**config.mk**
```make
export PLATFORM = sky130hd
export DESIGN_NAME = vga_timing_gen
export DESIGN_NICKNAME = d
export VERILOG_FILES = /design/src/rtl/vga_timing_pkg.sv /design/src/rtl/vga_axis_counter.sv /design/src/rtl/vga_timing_gen.sv
export SDC_FILE = /design/constraint.sdc
export NUM_CORES = 1
export LEC_CHECK = 0
export CORE_MARGIN = 2
export CORE_UTILIZATION = 35
export CTS_CLUSTER_DIAMETER = 50
export DETAILED_ROUTE_END_ITERATION = 7
export DONT_BUFFER_PORTS = 1
export PLACE_DENSITY = 0.47
export SLEW_MARGIN = 20
export SYNTH_ARGS = -nofsm -noshare
export SYNTH_HDL_FRONTEND = slang
export SYNTH_SLANG_ARGS = --single-unit
```
**constraint.sdc**
```tcl
create_clock -name CLK -period 2.95 [get_ports CLK]
set_clock_uncertainty 0.05 [all_clocks]
set_input_delay 0 -clock CLK [delete_from_list [all_inputs] [get_ports CLK]]
set_output_delay 0 -clock CLK [all_outputs]
set_load 0.05 [all_outputs]
```
**src/rtl/vga_timing_pkg.sv**
```systemverilog
// Purpose: shared constants and helpers for the VGA raster timing generator.
//   - Default 640x480@60 horizontal/vertical timing set
//   - axis_total(): line/frame length from active + porches + pulse
//   - axis_width(): counter width able to hold 0..total-1
//   - Sync polarity constants
package vga_timing_pkg;

  localparam int unsigned DEF_H_ACT    = 640;
  localparam int unsigned DEF_H_FP     = 16;
  localparam int unsigned DEF_H_SYNC   = 96;
  localparam int unsigned DEF_H_BP     = 48;
  localparam int unsigned DEF_V_ACT    = 480;
  localparam int unsigned DEF_V_FP     = 10;
  localparam int unsigned DEF_V_SYNC   = 2;
  localparam int unsigned DEF_V_BP     = 33;
  localparam int unsigned DEF_LINE_IRQ = 479;

  localparam logic SYNC_ACTIVE_LOW  = 1'b0;
  localparam logic SYNC_ACTIVE_HIGH = 1'b1;

  // Full period of one axis (pixels per line or lines per frame).
  function automatic int unsigned axis_total(input int unsigned act,
                                             input int unsigned fp,
                                             input int unsigned sync,
                                             input int unsigned bp);
    return act + fp + sync + bp;
  endfunction

  // Bits needed for a counter running 0..total-1.
  function automatic int unsigned axis_width(input int unsigned total);
    return (total <= 1) ? 1 : $clog2(total);
  endfunction

endpackage

```
**src/rtl/vga_axis_counter.sv**
```systemverilog
// Purpose: one raster axis (H or V) -- a wrapping counter plus region decode.
// Ports:
//   clk, rst_n   clock, asynchronous active-low reset
//   adv          advance the counter this cycle
//   cnt          current position 0..TOT-1
//   wrap_c       adv while at TOT-1 (carry into the next axis)
//   active_c     position is inside the visible region
//   sync_c       position is inside the sync pulse
module vga_axis_counter
  import vga_timing_pkg::*;
#(
  parameter int unsigned ACT  = DEF_H_ACT,
  parameter int unsigned FP   = DEF_H_FP,
  parameter int unsigned SYNC = DEF_H_SYNC,
  parameter int unsigned BP   = DEF_H_BP,
  parameter int unsigned W    = axis_width(axis_total(ACT, FP, SYNC, BP))
) (
  input  logic         clk,
  input  logic         rst_n,
  input  logic         adv,
  output logic [W-1:0] cnt,
  output logic         wrap_c,
  output logic         active_c,
  output logic         sync_c
);

  localparam int unsigned TOT      = axis_total(ACT, FP, SYNC, BP);
  localparam logic [W-1:0] LAST     = W'(TOT - 1);
  localparam logic [W-1:0] ACT_END  = W'(ACT);
  localparam logic [W-1:0] SYNC_BEG = W'(ACT + FP);
  localparam logic [W-1:0] SYNC_END = W'(ACT + FP + SYNC);

  // Every region must be at least one unit wide.
  if (ACT == 0 || FP == 0 || SYNC == 0 || BP == 0) begin : g_bad_param
    $error("vga_axis_counter: zero-width timing region");
  end

  assign wrap_c   = adv && (cnt == LAST);
  assign active_c = (cnt < ACT_END);
  assign sync_c   = (cnt >= SYNC_BEG) && (cnt < SYNC_END);

  // Position counter, wraps to 0 after TOT-1.
  always_ff @(posedge clk or negedge rst_n) begin
    if (!rst_n) begin
      cnt <= '0;
    end else if (adv) begin
      cnt <= wrap_c ? '0 : cnt + W'(1);
    end
  end

endmodule

```
**src/rtl/vga_timing_gen.sv**
```systemverilog
// Purpose: parametrised VGA raster timing generator. Free-running H/V counters
//   decoded into registered syncs, active-video enable, column/row and a
//   frame-start strobe, all with one enabled cycle of latency.
// Ports:
//   CLK            pixel clock
//   i_Rst_n        asynchronous active-low reset
//   i_Pix_En       pixel clock-enable; counters and outputs hold while low
//   o_H_Sync       horizontal sync (asserted level = SYNC_POL)
//   o_V_Sync       vertical sync (asserted level = SYNC_POL)
//   o_Active       visible-area enable
//   o_Col, o_Row   position aligned with o_Active and the syncs
//   o_Frame_Start  one-enabled-cycle pulse at col 0 / row 0
//   o_Line_Match   one-enabled-cycle pulse at col 0 of row LINE_IRQ
// Build option: define VGA_LINE_IRQ_EN to add o_Line_Match and LINE_IRQ.
module vga_timing_gen
  import vga_timing_pkg::*;
#(
  parameter int unsigned H_ACT    = DEF_H_ACT,
  parameter int unsigned H_FP     = DEF_H_FP,
  parameter int unsigned H_SYNC   = DEF_H_SYNC,
  parameter int unsigned H_BP     = DEF_H_BP,
  parameter int unsigned V_ACT    = DEF_V_ACT,
  parameter int unsigned V_FP     = DEF_V_FP,
  parameter int unsigned V_SYNC   = DEF_V_SYNC,
  parameter int unsigned V_BP     = DEF_V_BP,
`ifdef VGA_LINE_IRQ_EN
  parameter int unsigned LINE_IRQ = DEF_LINE_IRQ,
`endif
  parameter logic        SYNC_POL = SYNC_ACTIVE_LOW,
  localparam int unsigned HW = axis_width(axis_total(H_ACT, H_FP, H_SYNC, H_BP)),
  localparam int unsigned VW = axis_width(axis_total(V_ACT, V_FP, V_SYNC, V_BP))
) (
  input  logic          CLK,
  input  logic          i_Rst_n,
  input  logic          i_Pix_En,
  output logic          o_H_Sync,
  output logic          o_V_Sync,
  output logic          o_Active,
  output logic [HW-1:0] o_Col,
  output logic [VW-1:0] o_Row,
  output logic          o_Frame_Start
`ifdef VGA_LINE_IRQ_EN
 ,output logic          o_Line_Match
`endif
);

  localparam logic SYNC_IDLE = (SYNC_POL == SYNC_ACTIVE_LOW) ? SYNC_ACTIVE_HIGH
                                                             : SYNC_ACTIVE_LOW;

  logic [HW-1:0] h_cnt;
  logic [VW-1:0] v_cnt;
  logic          h_wrap_c, h_act_c, h_sync_c;
  logic          v_wrap_unused, v_act_c, v_sync_c;

  // Horizontal axis: advances on every enabled pixel.
  vga_axis_counter #(
    .ACT (H_ACT), .FP (H_FP), .SYNC (H_SYNC), .BP (H_BP), .W (HW)
  ) u_h_axis (
    .clk      (CLK),
    .rst_n    (i_Rst_n),
    .adv      (i_Pix_En),
    .cnt      (h_cnt),
    .wrap_c   (h_wrap_c),
    .active_c (h_act_c),
    .sync_c   (h_sync_c)
  );

  // Vertical axis: advances only when the line wraps.
  vga_axis_counter #(
    .ACT (V_ACT), .FP (V_FP), .SYNC (V_SYNC), .BP (V_BP), .W (VW)
  ) u_v_axis (
    .clk      (CLK),
    .rst_n    (i_Rst_n),
    .adv      (h_wrap_c),
    .cnt      (v_cnt),
    .wrap_c   (v_wrap_unused),
    .active_c (v_act_c),
    .sync_c   (v_sync_c)
  );

  // Output registers: decode of the current position, loaded as it advances.
  always_ff @(posedge CLK or negedge i_Rst_n) begin
    if (!i_Rst_n) begin
      o_H_Sync      <= SYNC_IDLE;
      o_V_Sync      <= SYNC_IDLE;
      o_Active      <= 1'b0;
      o_Col         <= '0;
      o_Row         <= '0;
      o_Frame_Start <= 1'b0;
    end else if (i_Pix_En) begin
      o_H_Sync      <= h_sync_c ? SYNC_POL : SYNC_IDLE;
      o_V_Sync      <= v_sync_c ? SYNC_POL : SYNC_IDLE;
      o_Active      <= h_act_c && v_act_c;
      o_Col         <= h_cnt;
      o_Row         <= v_cnt;
      o_Frame_Start <= (h_cnt == '0) && (v_cnt == '0);
    end
  end

`ifdef VGA_LINE_IRQ_EN
  // Line interrupt: first pixel of row LINE_IRQ.
  always_ff @(posedge CLK or negedge i_Rst_n) begin
    if (!i_Rst_n) begin
      o_Line_Match <= 1'b0;
    end else if (i_Pix_En) begin
      o_Line_Match <= (h_cnt == '0) && (v_cnt == VW'(LINE_IRQ));
    end
  end
`endif

endmodule

```
== Yosys cells after proc, flatten, opt, wreduce, memory -nomap -nowiden ==
Cells that the tools add are included.

* Output and inout port bits: 24
* Logic and storage cells: 30
* Register bits: 44

* Equality and inequality tests: 2
* Multiplexer cells: 4
* Order comparisons: 6
* Reduce and logical (&&, ||, !) cells: 8
* Add/subtract/negate cells: 2

{| class="wikitable"
|+ Operators with widths
! operator !! count
|-
| adder 10 x 1 -> 10 bit (second input constant) || 2
|-
| == test 10 bit (second input constant) || 2
|-
| logical NOT 10 bit || 2
|-
| less-than comparator 10 bit (second input constant) || 2
|-
| less-than comparator 10 x 9 -> 1 bit (second input constant) || 2
|-
| 2-to-1 mux 10 bit || 2
|-
| greater-or-equal comparator 10 bit (second input constant) || 1
|-
| greater-or-equal comparator 10 x 9 -> 1 bit (second input constant) || 1
|-
| logical AND 1 bit || 6
|-
| 2-to-1 mux 1 bit || 2
|}

== Depth between registers and ports, before layout ==
Gate-level depths: netlist of the first run.

* Depth in word-level cells: 4
* Depth in mapped cells: 7

== Cells and area by module ==
Synthesis of the first run repeated with hierarchy kept, for this count alone.

* Cells, all modules: 170
* Area, all modules: 2104.5 um^2

{| class="wikitable"
|+ Modules (own cells, without submodules)
! module !! times used !! sequential area each (um^2) !! area an instance (um^2) !! cells each
|-
| vga_timing_gen || 1 || 603.1 || 945.9 || 62
|-
| vga_axis_counter at u_h_axis || 1 || 250.2 || 604.3 || 57
|-
| vga_axis_counter at u_v_axis || 1 || 250.2 || 554.3 || 51
|}

== Worst setup path before layout of the first run ==
No wires, ideal clock.

* Path type: reg2reg
* Start: reg u_h_axis.cnt[5]
* End: reg u_v_axis.cnt[7]
* Setup time: 0.066 ns
* Setup slack: 1.265 ns
* Buffers on the path: 1
* Cell stages (with the launch flop): 6
* Required time: 2.834 ns
* Clock period less this slack: 1.685 ns
* Data arrival time: 1.569 ns
* Cells stage by stage: dfrtp_1 -> buf_6 -> nor4b_4 -> nand4_4 -> or4b_1 -> nand2_1

* Cells in the longest elaborated chain, start to end: 4

{| class="wikitable"
|+ RTL lines
! element !! line !! RTL
|-
| start: declaration || vga_axis_counter.sv:21 || <nowiki>output logic [W-1:0] cnt,</nowiki>
|-
| start signal: assignment || vga_axis_counter.sv:47 || <nowiki>cnt <= wrap_c ? '0 : cnt + W'(1);</nowiki>
|-
| == test 10 bit * || vga_axis_counter.sv:38 || <nowiki>assign wrap_c = adv && (cnt == LAST);</nowiki>
|-
| logical AND 1 bit * || vga_axis_counter.sv:38 ||
|-
| logical AND 1 bit || vga_axis_counter.sv:38 ||
|-
| 2-to-1 mux 10 bit || vga_axis_counter.sv:47 ||
|-
| end signal: assignment || vga_axis_counter.sv:47 ||
|-
| end: declaration || vga_axis_counter.sv:21 ||
|}

Every way passes the cells marked *; elsewhere a longest branch is shown, timed or not.
A chain may end at the register's enable or synchronous reset.

== Worst setup path after layout of the first run ==
* Start: reg u_h_axis.cnt[0]
* End: reg u_v_axis.cnt[5]

Same word-level chain as after synthesis.

==> results of run 1 <==
## cell type report
| type | count | area (um2) | share of cell area, % |
|---|---|---|---|
| Sequential cell | 44 | 1104 | 48.14 |
| Multi-Input combinational cell | 117 | 883.3 | 38.54 |
| Tap cell | 75 | 93.84 | 4.094 |
| Timing Repair Buffer | 5 | 77.57 | 3.384 |
| Clock buffer | 5 | 68.82 | 3.002 |
| Clock inverter | 3 | 46.29 | 2.020 |
| Inverter | 5 | 18.77 | 0.8188 |
## routing by layer
layer | vias up | wire (um) | part of all wire (%) | GRT usage, %
met5 | - | 0 | 0 | 0
met4 | 0 | 64 | 1.6 | 5.593
met3 | 6 | 200 | 4.9 | 4.556
met2 | 21 | 1934 | 48 | 21.57
met1 | 663 | 1868 | 46 | 18.87
li1 | 648 | - | - | -
## cells by family after synthesis
group	after synthesis	share of synthesized area, %
and+or+nand+nor	58	18.11
DFF	44	53.07
AOI/OAI and AO/OA	27	7.582
muxes	22	11.85
buffers and inverters	18	4.453
xor gates and xnor gates	6	2.528
adders and majority gates	4	2.407
## registers in the layout, summed over array words and instances, names as in the netlist
signal and cells:
u_h_axis.cnt 10, o_Frame_Start 1, o_Row 10, o_V_Sync 1, o_H_Sync 1, o_Active 1
u_v_axis.cnt 10, o_Col 10
## path summary, 6_finish.rpt
check / start / to / slack, ps
worst min-delay path: i_Pix_En / u_h_axis.cnt[7] / 50
max in group asynchronous: i_Rst_n / o_V_Sync / 2450
worst max-delay path: u_h_axis.cnt[0] / u_v_axis.cnt[5] / 1020
worst max register to register: u_h_axis.cnt[0] / u_v_axis.cnt[5] / 1020
worst min register to register: u_v_axis.cnt[8] / u_v_axis.cnt[8] / 520
min in group asynchronous: i_Rst_n / o_Col[6] / 150
## cells in the mapped netlist, types with 2 or more instances
library cell / n
inv_1: 5
o21ai_0: 14
nor3_1: 2
clkbuf_1: 5
nand4_1: 6
nand4b_1: 2
xor2_1: 3
buf_6: 2
nand2b_1: 2
a21oi_1: 4
and3_1: 5
nand3_1: 8
and4_2: 2
ha_1: 4
nor4_1: 5
nor2_1: 5
mux2_2: 21
buf_2: 4
nand3b_1: 2
and3_2: 2
xnor2_1: 3
nand2_1: 8
dfrtp_1: 42
a31oi_1: 2
dfstp_2: 2
o31ai_1: 3
## tightest hold or removal path, delay by kind of cell
kind          cells  cell delay, ps
xor+xnor          1              70
simple gates      2             290
## power by group
group / switching, mW / leakage [nW] / internal (mW)
clock: 0.229 / 0.0548 / 0.255
combinational: 0.0698 / 0.390 / 0.0816
sequential: 0.209 / 0.574 / 0.668
total: 0.507 / 1.02 / 1.00
## metrics by stage
| stage | utilization (%) | hold WS [ps] | total power [mW] | setup slack, ps | std cells |
|---|---|---|---|---|---|
| after CTS | 39.41 | 47.35 | 1.534 | 1011 | 254 |
| after floorplan | - | -345.6 | 0.9988 | 1265 | 179 |
| after global routing | 39.41 | 68.57 | 1.591 | 825.9 | 254 |
| after global placement | 36.10 | -344.2 | 1.012 | 1131 | 241 |
| final | 39.41 | 52.53 | 1.512 | 1016 | 254 |
| after detailed placement | 36.10 | -344.2 | 1.015 | 1035 | 241 |
## repair_timing
action	in CTS	in global routing
hold endpoints to repair	71	0
hold buffers	5	0
setup buffers	0	0
==> results.txt, run 1 <==
Die W = 81.08 um
Startpoint Class = register
RSZ-0062 raised after global routing = no
Mapped Nets = 186
WL/cell = 16.02 um
Most common cell after layout, fill and taps aside = dfrtp_1
Cell count along the critical path = 5
Tcrit/Tclk final = 65.56%
Setup TNS = 0 ps
First-pass GRT wire length = 6975 um
Synth warnings = 0
Avg Inst Size Synth = 11.62 um2
Critical-path cell list = ha_1 -> and2_0 -> and4_2 -> nand2_2 -> o31ai_1
Clk root buf = clkbuf_8
Worst path bufs/invs = 0
Synth Register Bits = 44
Minimum clock period = 1934 ps
CORE AREA = 5816 um2
Final setup violation count = 0
H-tree levels = 2
Nets = 185
Routed via count = 1338
RePlAce Congestion = 0.7531
Layout fillers = 591
Data required, critical path = 3120 ps
DP HPWL = 2677 um
Max Slew Vio Count = 0
R2R depth = 5
Share of the yosys chip area belonging to registers = 53.07%
Vias in the first global route = 1330
Status = finished, final reports clean
Largest net degree at the start of global routing = 45
Post-synth EDFFs = 0
Total CTS buffers = 5
Grt ovf = 0
Global-route usage over all layers = 14.21%
Crit-path max cell delay = 460 ps
N_diodes = 0
I/O pin count = 27
Crit-path slowest cell = and4_2
Crit path DAT = 2100 ps
Clock sink count = 44
Top_reg_cell synth = dfrtp_1
Post-route ant nets = 0
DRT iter0 DRCs = 99
Syn-to-layout area delta = 10.23%
Worst skew pair latency = 310 ps
DRT Pass-1 Iters = 4
Cell Area, Placed = 2100 um2
CTS max path bufs = 2
Post-synth top area share = 50.54%
Placement Rows = 28
IO buf count = 0
Cell family with the largest share of critical-path delay = simple AND/OR/NAND/NOR gates
Initial Utilization = 35.76%
Asr flop ratio synth = 100.0%
CP Capture Type = register
Largest cells by area after synthesis = dfrtp_1 51%, mux2_2 11%, o21ai_0 3.4%
Power Density = 659.5 nW/um2
Layout cell share with drive strength beyond 1 = 22.35%
CTS tree = yes
Initial antenna violation count = 0
Leak Pwr = 1.019 nW
Synth Instances = 179
Post-Route WL = 4068 um
PostCTS Resize Cnt = 0
Max Cap Viol = 0
Final-report hold violation count = 0
Crit-path max FO = 11
Slew @ Worst Pin = 481.8 ps
Hold depth = 3
HP Class = input port to register
Commonest cells after routing, fill and taps aside = 42 x dfrtp_1, 21 x mux2_2, 14 x o21ai_0, 8 x nand3_1, 8 x nand2_1
Maximum VDD drop = 0.3253 mV
Die area = 6574 um2
Clock slew at reported path FFs = 90 ps
Slew HR = 67.88%
Unique cell type count in the Yosys netlist = 42
Area leader, netlist = dfrtp_1
DRC Markers = 0
Vias/cell = 5.268
Die Ht = 81.08 um
Fmax = 517.1 MHz
Crit Path Category = register to register
Post-Syn Area = 2079 um2
Final instance area = 2292 um2
(Power assumes the default switching activity.)
==> run 2, diff against run 1 <==
Settings changed: PLACE_DENSITY 0.47 to 0.49.
Clock period 2.95 ns to 1.6 ns, I/O delays scaled along.
==> run 2 against run 1 <==
Compared with the run above:
- the run now ends with negative setup slack left
- first-iteration DRC count fell by 17%
- global-route usage rose by 1.8 points
- critical path type unchanged
- largest power group unchanged
- die area did not move
- sequential power rose by 48%
- cell count rose by 20%
- wire length rose by 16%
==> results.txt, run 2 (same netlist as run 1, synthesis figures left out) <==
Final Non-Filler Cells = 304
Final core occ = 47.22%
Status = finished, violations left
Die Ht = 81.08 um
Initial antenna violation count = 0
Final-report hold violation count = 0
Nets = 235
RSZ-0062 raised after global routing = yes
Leak Pwr = 1.306 nW
Commonest cells after routing, fill and taps aside = 48 x buf_4, 42 x dfrtp_1, 21 x mux2_2, 8 x nand2_1, 8 x o21ai_0
Initial Utilization = 35.76%
Power Density = 1107 nW/um2
Slew HR = 74.01%
DP HPWL = 3249 um
Slew @ Worst Pin = 389.8 ps
Minimum clock period = 1638 ps
Grt ovf = 0
I/O pin count = 27
Syn-to-layout area delta = 32.07%
Routed via count = 1576
Pre-CTS WS = -108.9 ps
Reg area = 1104 um2
Largest net degree at the start of global routing = 45
Layout fillers = 561
Post-route ant nets = 0
Max Slew Vio Count = 0
Cell Area, Placed = 2462 um2
Most common cell after layout, fill and taps aside = buf_4
Final worst slack = -38.11 ps
Clock sink count = 44
Maximum VDD drop = 0.5094 mV
Total CTS buffers = 5
Placement Rows = 28
CTS max path bufs = 2
WL/cell = 15.54 um
Final setup violation count = 5
Total Power = 3.041 mW
Startpoint Class = register
Tcrit/Tclk final = 102.4%
Clk root buf = clkbuf_8
H-tree levels = 2
Crit-path max FO = 4
Data required, critical path = 1790 ps
DRT iter0 DRCs = 82
Layout cell share with drive strength beyond 1 = 44.10%
Max Cap Viol = 0
Placed instance count = 289
HP Class = input port to register
IO buf count = 0
Clock slew at reported path FFs = 80 ps
RePlAce Congestion = 0.9141
Global-route usage over all layers = 15.96%
Die area = 6574 um2
First-pass GRT wire length = 7976 um
N_diodes = 0
Vias in the first global route = 1562
DRT Pass-1 Iters = 5
Crit Path Category = register to register
Multi-input gate area = 933.4 um2
CP Capture Type = register
Vias/cell = 5.184
Violated checks = negative setup slack
Worst skew pair latency = 290 ps
Crit path DAT = 1830 ps
DRC Markers = 0
Post-Route WL = 4723 um
Final instance area = 2746 um2
CORE AREA = 5816 um2
CTS tree = yes
Fmax = 610.5 MHz
Die W = 81.08 um
## run 2: path summary, 6_finish.rpt
path | slack [ps] | endpoint | startpoint | cells after the start
worst max register to register | -40 | u_v_axis.cnt[7] | u_h_axis.cnt[6] | 4
worst min register to register | 460 | o_Col[8] | o_Col[8] | 1
min in group asynchronous | 160 | u_v_axis.cnt[0] | i_Rst_n | 2
worst max-delay path | -40 | u_v_axis.cnt[7] | u_h_axis.cnt[6] | 4
worst min-delay path | 50 | u_h_axis.cnt[7] | i_Pix_En | 3
max in group asynchronous | 1080 | o_H_Sync | i_Rst_n | 2
## run 2: repair_timing
item | 4_1_cts | 5_1_grt
hold endpoints to repair | 71 | 0
hold buffers | 4 | 0
setup buffers | 2 | 1
endpoints found under the setup margin | 9 | 14
pin swaps | 4 | 7
gates resized for setup | 9 | 9
cloned | 0 | 0
## run 2: layer usage
metal,wire length [um],global-route usage [%],vias up
li1,-,-,748
met1,2277,22.30,787
met2,2156,23.39,35
met3,211,4.556,6
met4,78,6.271,0
met5,0,0,-
## run 2: report_power, final
part	switching [mW]	internal, mW	total, mW
Sequential	0.0675	1.24	1.30
Combinational	0.489	0.324	0.813
Clock	0.374	0.551	0.925
Total	0.930	2.11	3.04
## run 2: worst max-delay path, stage by stage, from the launching register on
cell,delay [ps]
dfrtp_1,420
nor4b_4,410
nand4_4,160
or4b_1,490
nand2_1,70
## run 2: final cells by class
type,instances,share of cell area [%]
Timing Repair Buffer,55,17.13
Tap cell,75,3.417
Clock inverter,1,1.093
Multi-Input combinational cell,117,33.99
Sequential cell,44,40.18
Inverter,5,0.6834
Clock buffer,7,3.508
## run 2: per-stage QoR
stage               TNS, ps  hold slack, ps
floorplan            -172.5          -345.6
global placement     -21.93          -343.5
detailed placement   -335.0          -343.3
CTS                  -119.4           44.14
global route         -713.3           49.07
finish               -77.11           52.79
